<file path="src/rtl/input_feature_quantizer.sv">
// Streaming feature quantizer: assembles NUM_FEATURES raw beats into one registered sample.
// Optional macro QUANT_ROUND_EN selects round-to-nearest instead of truncation.
module input_feature_quantizer #(
    parameter int NUM_FEATURES = 49,
    parameter int FEAT_W       = 16,
    parameter int Q_BITS       = 2,
    parameter int SHIFT        = 4,
    parameter int OFFSET       = 0
) (
    input  logic                           clk,
    input  logic                           rst,
    input  logic                           s_valid,
    output logic                           s_ready,
    input  logic [FEAT_W-1:0]              s_data,
    input  logic                           s_last,
    output logic                           m_valid,
    input  logic                           m_ready,
    output logic [NUM_FEATURES*Q_BITS-1:0] m_data,
    output logic                           frame_err
);

    localparam int IDX_W = (NUM_FEATURES > 1) ? $clog2(NUM_FEATURES) : 1;
    localparam int OUT_W = NUM_FEATURES * Q_BITS;
    localparam int EXT_W = FEAT_W + 2;
    localparam int ROUND_BIAS = (SHIFT > 0) ? 2 ** (SHIFT - 1) : 0;
    localparam logic signed [EXT_W-1:0] Q_MAX    = EXT_W'((1 << Q_BITS) - 1);
    localparam logic        [IDX_W-1:0] LAST_IDX = IDX_W'(NUM_FEATURES - 1);

    typedef enum logic {ST_FILL, ST_WAIT} state_t;

    state_t             state_q, state_d;
    logic [IDX_W-1:0]   idx_q, idx_d;
    logic [OUT_W-1:0]   asm_q, asm_d;
    logic [OUT_W-1:0]   out_q, out_d;
    logic               mvalid_q, mvalid_d;
    logic               err_q, err_d;
    logic               alive_q;

    logic signed [FEAT_W:0]    diff;
    logic signed [EXT_W-1:0]   biased;
    logic signed [EXT_W-1:0]   shifted;
    logic        [Q_BITS-1:0]  qval;
    logic                      accept;
    logic                      at_last;
    logic                      handshake;

    // Extra headroom bit keeps the rounding bias from wrapping large positive inputs.
    always_comb begin
        diff   = $signed({s_data[FEAT_W-1], s_data}) - $signed((FEAT_W+1)'(OFFSET));
        biased = EXT_W'(diff);
`ifdef QUANT_ROUND_EN
        biased = biased + $signed(EXT_W'(ROUND_BIAS));
`endif
        shifted = biased >>> SHIFT;
        if (shifted < 0) begin
            qval = '0;
        end else if (shifted > Q_MAX) begin
            qval = '1;
        end else begin
            qval = shifted[Q_BITS-1:0];
        end
    end

    assign s_ready   = alive_q && (state_q == ST_FILL);
    assign accept    = s_valid && s_ready;
    assign at_last   = (idx_q == LAST_IDX);
    assign handshake = mvalid_q && m_ready;

    always_comb begin
        state_d  = state_q;
        idx_d    = idx_q;
        asm_d    = asm_q;
        out_d    = out_q;
        mvalid_d = mvalid_q;
        err_d    = 1'b0;
        if (handshake) begin
            mvalid_d = 1'b0;
        end
        case (state_q)
            ST_FILL: begin
                if (accept) begin
                    asm_d[idx_q*Q_BITS +: Q_BITS] = qval;
                    if (s_last != at_last) begin
                        err_d = 1'b1;
                        idx_d = '0;
                    end else if (at_last) begin
                        idx_d = '0;
                        // Completed sample goes straight out when the output slot frees this cycle.
                        if (!mvalid_q || m_ready) begin
                            out_d    = asm_d;
                            mvalid_d = 1'b1;
                        end else begin
                            state_d = ST_WAIT;
                        end
                    end else begin
                        idx_d = idx_q + 1'b1;
                    end
                end
            end
            ST_WAIT: begin
                if (handshake) begin
                    out_d    = asm_q;
                    mvalid_d = 1'b1;
                    idx_d    = '0;
                    state_d  = ST_FILL;
                end
            end
            default: state_d = ST_FILL;
        endcase
    end

    always_ff @(posedge clk) begin
        if (rst) begin
            state_q  <= ST_FILL;
            idx_q    <= '0;
            asm_q    <= '0;
            out_q    <= '0;
            mvalid_q <= 1'b0;
            err_q    <= 1'b0;
            alive_q  <= 1'b0;
        end else begin
            state_q  <= state_d;
            idx_q    <= idx_d;
            asm_q    <= asm_d;
            out_q    <= out_d;
            mvalid_q <= mvalid_d;
            err_q    <= err_d;
            alive_q  <= 1'b1;
        end
    end

    assign m_valid   = mvalid_q;
    assign m_data    = out_q;
    assign frame_err = err_q;

endmodule
</file>
<file path="config.mk">
export PLATFORM = sky130hd
export DESIGN_NAME = input_feature_quantizer
export DESIGN_NICKNAME = d
export VERILOG_FILES = /design/src/rtl/input_feature_quantizer.sv
export SDC_FILE = /design/constraint.sdc
export NUM_CORES = 1
export LEC_CHECK = 0
export BUFFER_PORTS_ARGS = -buffer_cell sky130_fd_sc_hd__clkbuf_2
export CORE_MARGIN = 5
export CORE_UTILIZATION = 55
export DETAILED_ROUTE_END_ITERATION = 10
export GPL_ROUTABILITY_DRIVEN = 0
export HOLD_SLACK_MARGIN = 0.03
export PLACE_DENSITY_LB_ADDON = 0.12
export SYNTH_ARGS = -nofsm -noshare
export SYNTH_HDL_FRONTEND = slang
export SYNTH_SLANG_ARGS = --single-unit
</file>
<file path="constraint.sdc">
create_clock -name clk -period 7.75 [get_ports clk]
set_input_delay 1.55 -clock clk [delete_from_list [all_inputs] [get_ports clk]]
set_output_delay 1.55 -clock clk [all_outputs]
set_load 0.03 [all_outputs]
</file>
==> results of run 1 <==
[cell families after synthesis]
kind of cell,synth area share
AOI/OAI and AO/OA,0.136
xor gates and xnor gates,0.00570
adders and majority gates,0.00397
buffers and inverters,0.0458
DFF,0.437
muxes,0.122
and+or+nand+nor,0.250
[metrics by stage]
| step | util | instances | setup slack (ns) | area (um2) |
|---|---|---|---|---|
| finish | 0.622 | 1372 | 3.97 | 10600 |
| global route | 0.622 | 1372 | 3.57 | 10600 |
| CTS | 0.622 | 1372 | 4.00 | 10600 |
| detailed placement | 0.585 | 1335 | 3.85 | 9980 |
| global placement | 0.585 | 1335 | 3.87 | 9980 |
| floorplan | - | 1068 | 4.59 | 9450 |
[final cells by class]
cell class,count,area [um2],area share
multi-input cells,772,4900,0.462
flip-flops and latches,206,4120,0.389
repair buffers,125,648,0.0611
clock buffers,33,611,0.0576
well taps,225,282,0.0265
inverters,7,26.3,0.00248
clock inverters,4,20.0,0.00189
[layout by cell type, fill, tap and decap left out, types with 25 or more instances in the layout]
master	synthesis	routed
o21ai_0	33	33
a21oi_1	51	51
mux2i_1	113	113
nand3_1	73	73
nor3_1	25	25
o211ai_1	26	26
nor2_1	122	122
a211oi_1	31	31
nand2_1	138	137
clkbuf_2	4	116
dfxtp_1	206	206
[worst max-delay path: stages, from the launching register on]
cell and delay [ns]:
dfxtp_1 0.60, inv_1 0.23, ha_1 0.58, and3b_1 0.42
o2111ai_1 0.27, nand2_4 0.52, buf_4 0.67, nor2_1 0.08
a211oi_1 0.23
[worst paths after layout]
path              start          to  slack, ns  cells past startpoint
max            idx_q[0]  m_data[31]       3.97                      8
min          m_data[25]  m_data[25]       0.45                      2
max reg2reg    idx_q[0]  m_data[31]       3.97                      8
min reg2reg  m_data[25]  m_data[25]       0.45                      2
[flip-flops by register name, indices dropped and copies added, names as in the netlist]
name / count
alive_q: 1
state_q: 1
frame_err: 1
m_valid: 1
asm_q: 98
m_data: 98
idx_q: 6
[report_power, final]
part	switching, mW	internal, mW
clock	0.397	0.539
combinational	0.0573	0.0166
sequential	0.00298	1.06
[metal layers]
| layer | up-vias | part of all wire | global-route usage | wire length [um] |
|---|---|---|---|---|
| li1 | 3946 | - | - | - |
| met1 | 3673 | 0.46 | 0.308 | 10500 |
| met2 | 195 | 0.47 | 0.373 | 10600 |
| met3 | 38 | 0.054 | 0.0353 | 1230 |
| met4 | 0 | 0.022 | 0.0597 | 508 |
| met5 | - | 0 | 0 | 0 |
==> summary.txt, run 1 <==
Mapped Nets - 1092
clock skew - 0.00676 ns
total power - 2.07 mW
top_reg_cell synth - dfxtp_1
1st-pass router iterations - 5
grt total ovfl - 0
n_diodes - 0
setup TNS - 0 ns
final critical-path share of the clock period - 0.488
worst-skew pair later-pin latency - 0.49 ns
initial antenna violation count - 0
Avg Inst Size Synth - 8.84 um2
Post-Syn Instances - 1068
number of global-route vias before repair - 7315
first-pass GRT wire length - 37600 um
routed wire length - 22800 um
final setup violation count - 0
largest net degree at the start of global routing - 89
CP required - 8.15 ns
Clock Tree Root - clkbuf_16
Post-DRT Antenna Nets - 0
die height - 141 um
number of synthesized flops with an enable pin - 0
Hold Path Class - reg -> reg
peak supply drop - 0.165 mV
clk slew on worst S/H paths - 0.06 ns
most frequent cell after synthesis - dfxtp_1
Port Buffers - 117
total power per unit cell area - 195 nW/um2
# IOs - 122
Hold WS - 0.449 ns
layout overhead on the synthesized area - 12.3%
hold_buf cts - 0
WS Path Type - reg -> reg
CTS tree - done
Area contributors post-synth - dfxtp_1 (44%), mux2i_1 (12%), nand2_1 (5.5%)
Total GRT Usage - 0.225
unrepaired setup endpoints after global routing - no
setup bufs post-CTS - 0
Pins Over Slew Limit - 0
Iter 0 DRT Violations - 507
DP Wirelength - 15400 um
Async S/R FF share, synth - 0
maxcap violations - 0
post-CTS sizing - 0
Startpoint Class - flop
Max H-tree Level - 1
Netlist cell types - 71
die width - 141 um
cell area after synthesis - 9450 um2
top cell type's share of synthesized area - 0.437
Layout fillers - 1546
vias - 7852
Sink Count - 206
status - complete, no violations
Crit Path Max Fanout - 74
leak pwr - 3.79 nW
FP Rows - 48
yosys warns - 0
cts bufs inserted - 21
Core ar. - 17100 um2
DRC violations left - 0
Clock Path Buffers - 3
Crit path arrival time - 4.19 ns
routed len/inst - 16.6 um
min Tclk post-route - 3.78 ns
max_slew headroom - 0.246
die area - 19900 um2
register area share after synthesis - 0.437
register bit total from synthesis - 206
f_max - 264 MHz
nets - 1157
most instantiated cells after synthesis - dfxtp_1 (206), nand2_1 (138), nor2_1 (122)
Starting Density - 0.554
share of post-route cells with drive strength above 1 - 0.179
DR vias/cell - 5.72
area leader, netlist - dfxtp_1
final hold vios - 0
Worst setup EP type - flop
Tightest Pin Transition - 1.12 ns
(Power assumes the default switching activity.)
==> run 2, diff against run 1 <==
CORE_UTILIZATION = 52   (was 55)
clock period = 3.4 ns   (was 7.75 ns; I/O delays follow)
==> summary.txt, run 2 (synthesized netlist as in run 1, its figures left out) <==
status - complete, no violations
maxcap violations - 0
WS Path Type - reg -> reg
layout overhead on the synthesized area - 15.6%
R2R cell count - 9
min Tclk post-route - 3.04 ns
setup TNS - 0 ns
Startpoint Class - flop
post-route cell area - 10900 um2
Crit Path Max Fanout - 9
commonest cells after routing, fill and taps aside - dfxtp_1 (206), nand2_1 (137), nor2_1 (122)
max_slew headroom - 0.314
setup bufs post-CTS - 0
# IOs - 122
DP Wirelength - 16200 um
Tightest Pin Transition - 1.02 ns
die width - 145 um
peak supply drop - 0.362 mV
largest net degree at the start of global routing - 117
first-pass GRT wire length - 38200 um
share of post-route cells with drive strength above 1 - 0.197
Total GRT Usage - 0.222
CTS tree - done
clk slew on worst S/H paths - 0.06 ns
Core ar. - 17900 um2
initial antenna violation count - 0
routed len/inst - 16.8 um
commonest non-fill, non-tap cell in the layout - dfxtp_1
leak pwr - 3.95 nW
Clock Tree Root - clkbuf_16
hold_buf cts - 0
1st-pass router iterations - 5
die area - 21000 um2
cts bufs inserted - 23
n_diodes - 0
Post-DRT Antenna Nets - 0
Starting Density - 0.528
DRC violations left - 0
nets - 1178
Max H-tree Level - 1
die height - 145 um
Port Buffers - 117
critical path startpoint - idx_q[1]
grt total ovfl - 0
reg2reg end - asm_q[38]
routed wire length - 23500 um
clock skew - 0.0152 ns
vias - 7963
Hold Path Class - reg -> reg
number of global-route vias before repair - 7645
DR vias/cell - 5.69
Area after DPL - 10100 um2
Sink Count - 206
Hold WS - 0.447 ns
final setup violation count - 0
Pins Over Slew Limit - 0
Iter 0 DRT Violations - 464
unrepaired setup endpoints after global routing - no
final hold vios - 0
worst-skew pair later-pin latency - 0.51 ns
final critical-path share of the clock period - 0.894
Clock Path Buffers - 3
CP required - 3.78 ns
post-CTS sizing - 0
placed insts - 1358
f_max - 329 MHz
worst reg2reg path startpoint - idx_q[1]
CP endpoint - asm_q[38]
FP Rows - 49
HP Start - m_data[48]
Crit path arrival time - 3.42 ns
final cell count without fillers - 1400
total power per unit cell area - 469 nW/um2
Reg2Reg Setup Slack - 0.36 ns
Worst setup EP type - flop
==> run 2: changes by cell type in the layout (fill, tap and decap cells not counted), sizes merged <==
| cell | delta |
|---|---|
| buf | +19 |
| clkbuf | -2 |
| clkinv | -1 |
| inv | +2 |
| clkinvlp | +3 |
| bufinv | +3 |
==> run 2: area by class of cell <==
class | count | area [um2]
inverter | 7 | 26.3
tap | 229 | 287
multi-input combinational | 772 | 4900
fill | 1629 | 6980
timing repair buffer | 144 | 816
clock buffer | 31 | 626
clock inverter | 11 | 145
sequential | 206 | 4120
==> run 2: stage by stage <==
| stage | utilization | worst slack [ns] | total power, mW |
|---|---|---|---|
| after global routing | 0.610 | 0.170 | 5.29 |
| after CTS | 0.610 | 0.345 | 5.17 |
| after detailed placement | 0.567 | 0.372 | 2.65 |
| after floorplan | - | 0.443 | 2.60 |
| final | 0.610 | 0.361 | 5.12 |
| after global placement | 0.567 | 0.425 | 2.65 |
==> run 2: per-layer routing <==
metal / share of wire / GRT usage / vias up
li1: - / - / 3988
met1: 0.45 / 0.300 / 3698
met2: 0.48 / 0.375 / 244
met3: 0.059 / 0.0279 / 33
met4: 0.020 / 0.0633 / 0
met5: 0 / 0 / -
==> run 2: worst min path at each step <==
stage                 endpoint  cells after the start
CTS                 m_data[49]                      2
floorplan            asm_q[16]                      2
global route        m_data[44]                      2
global placement    m_data[53]                      2
detailed placement  m_data[20]                      2
finish              m_data[48]                      2
==> run 2: critical path, cell delays in order, from the launching register on <==
cell and delay [ns]:
dfxtp_1 0.40, or3_4 0.45, nor3_1 0.16, ha_1 0.20, buf_4 0.18, and4b_1 0.27, nand3_1 0.43, nor4_2 0.51
mux2i_1 0.26, nor2_1 0.05
==> run 2: report_power, final <==
group	internal [mW]	total, mW	switching [mW]
logic	0.0455	0.182	0.136
registers	2.42	2.42	0.00412
clock network	1.53	2.52	0.993
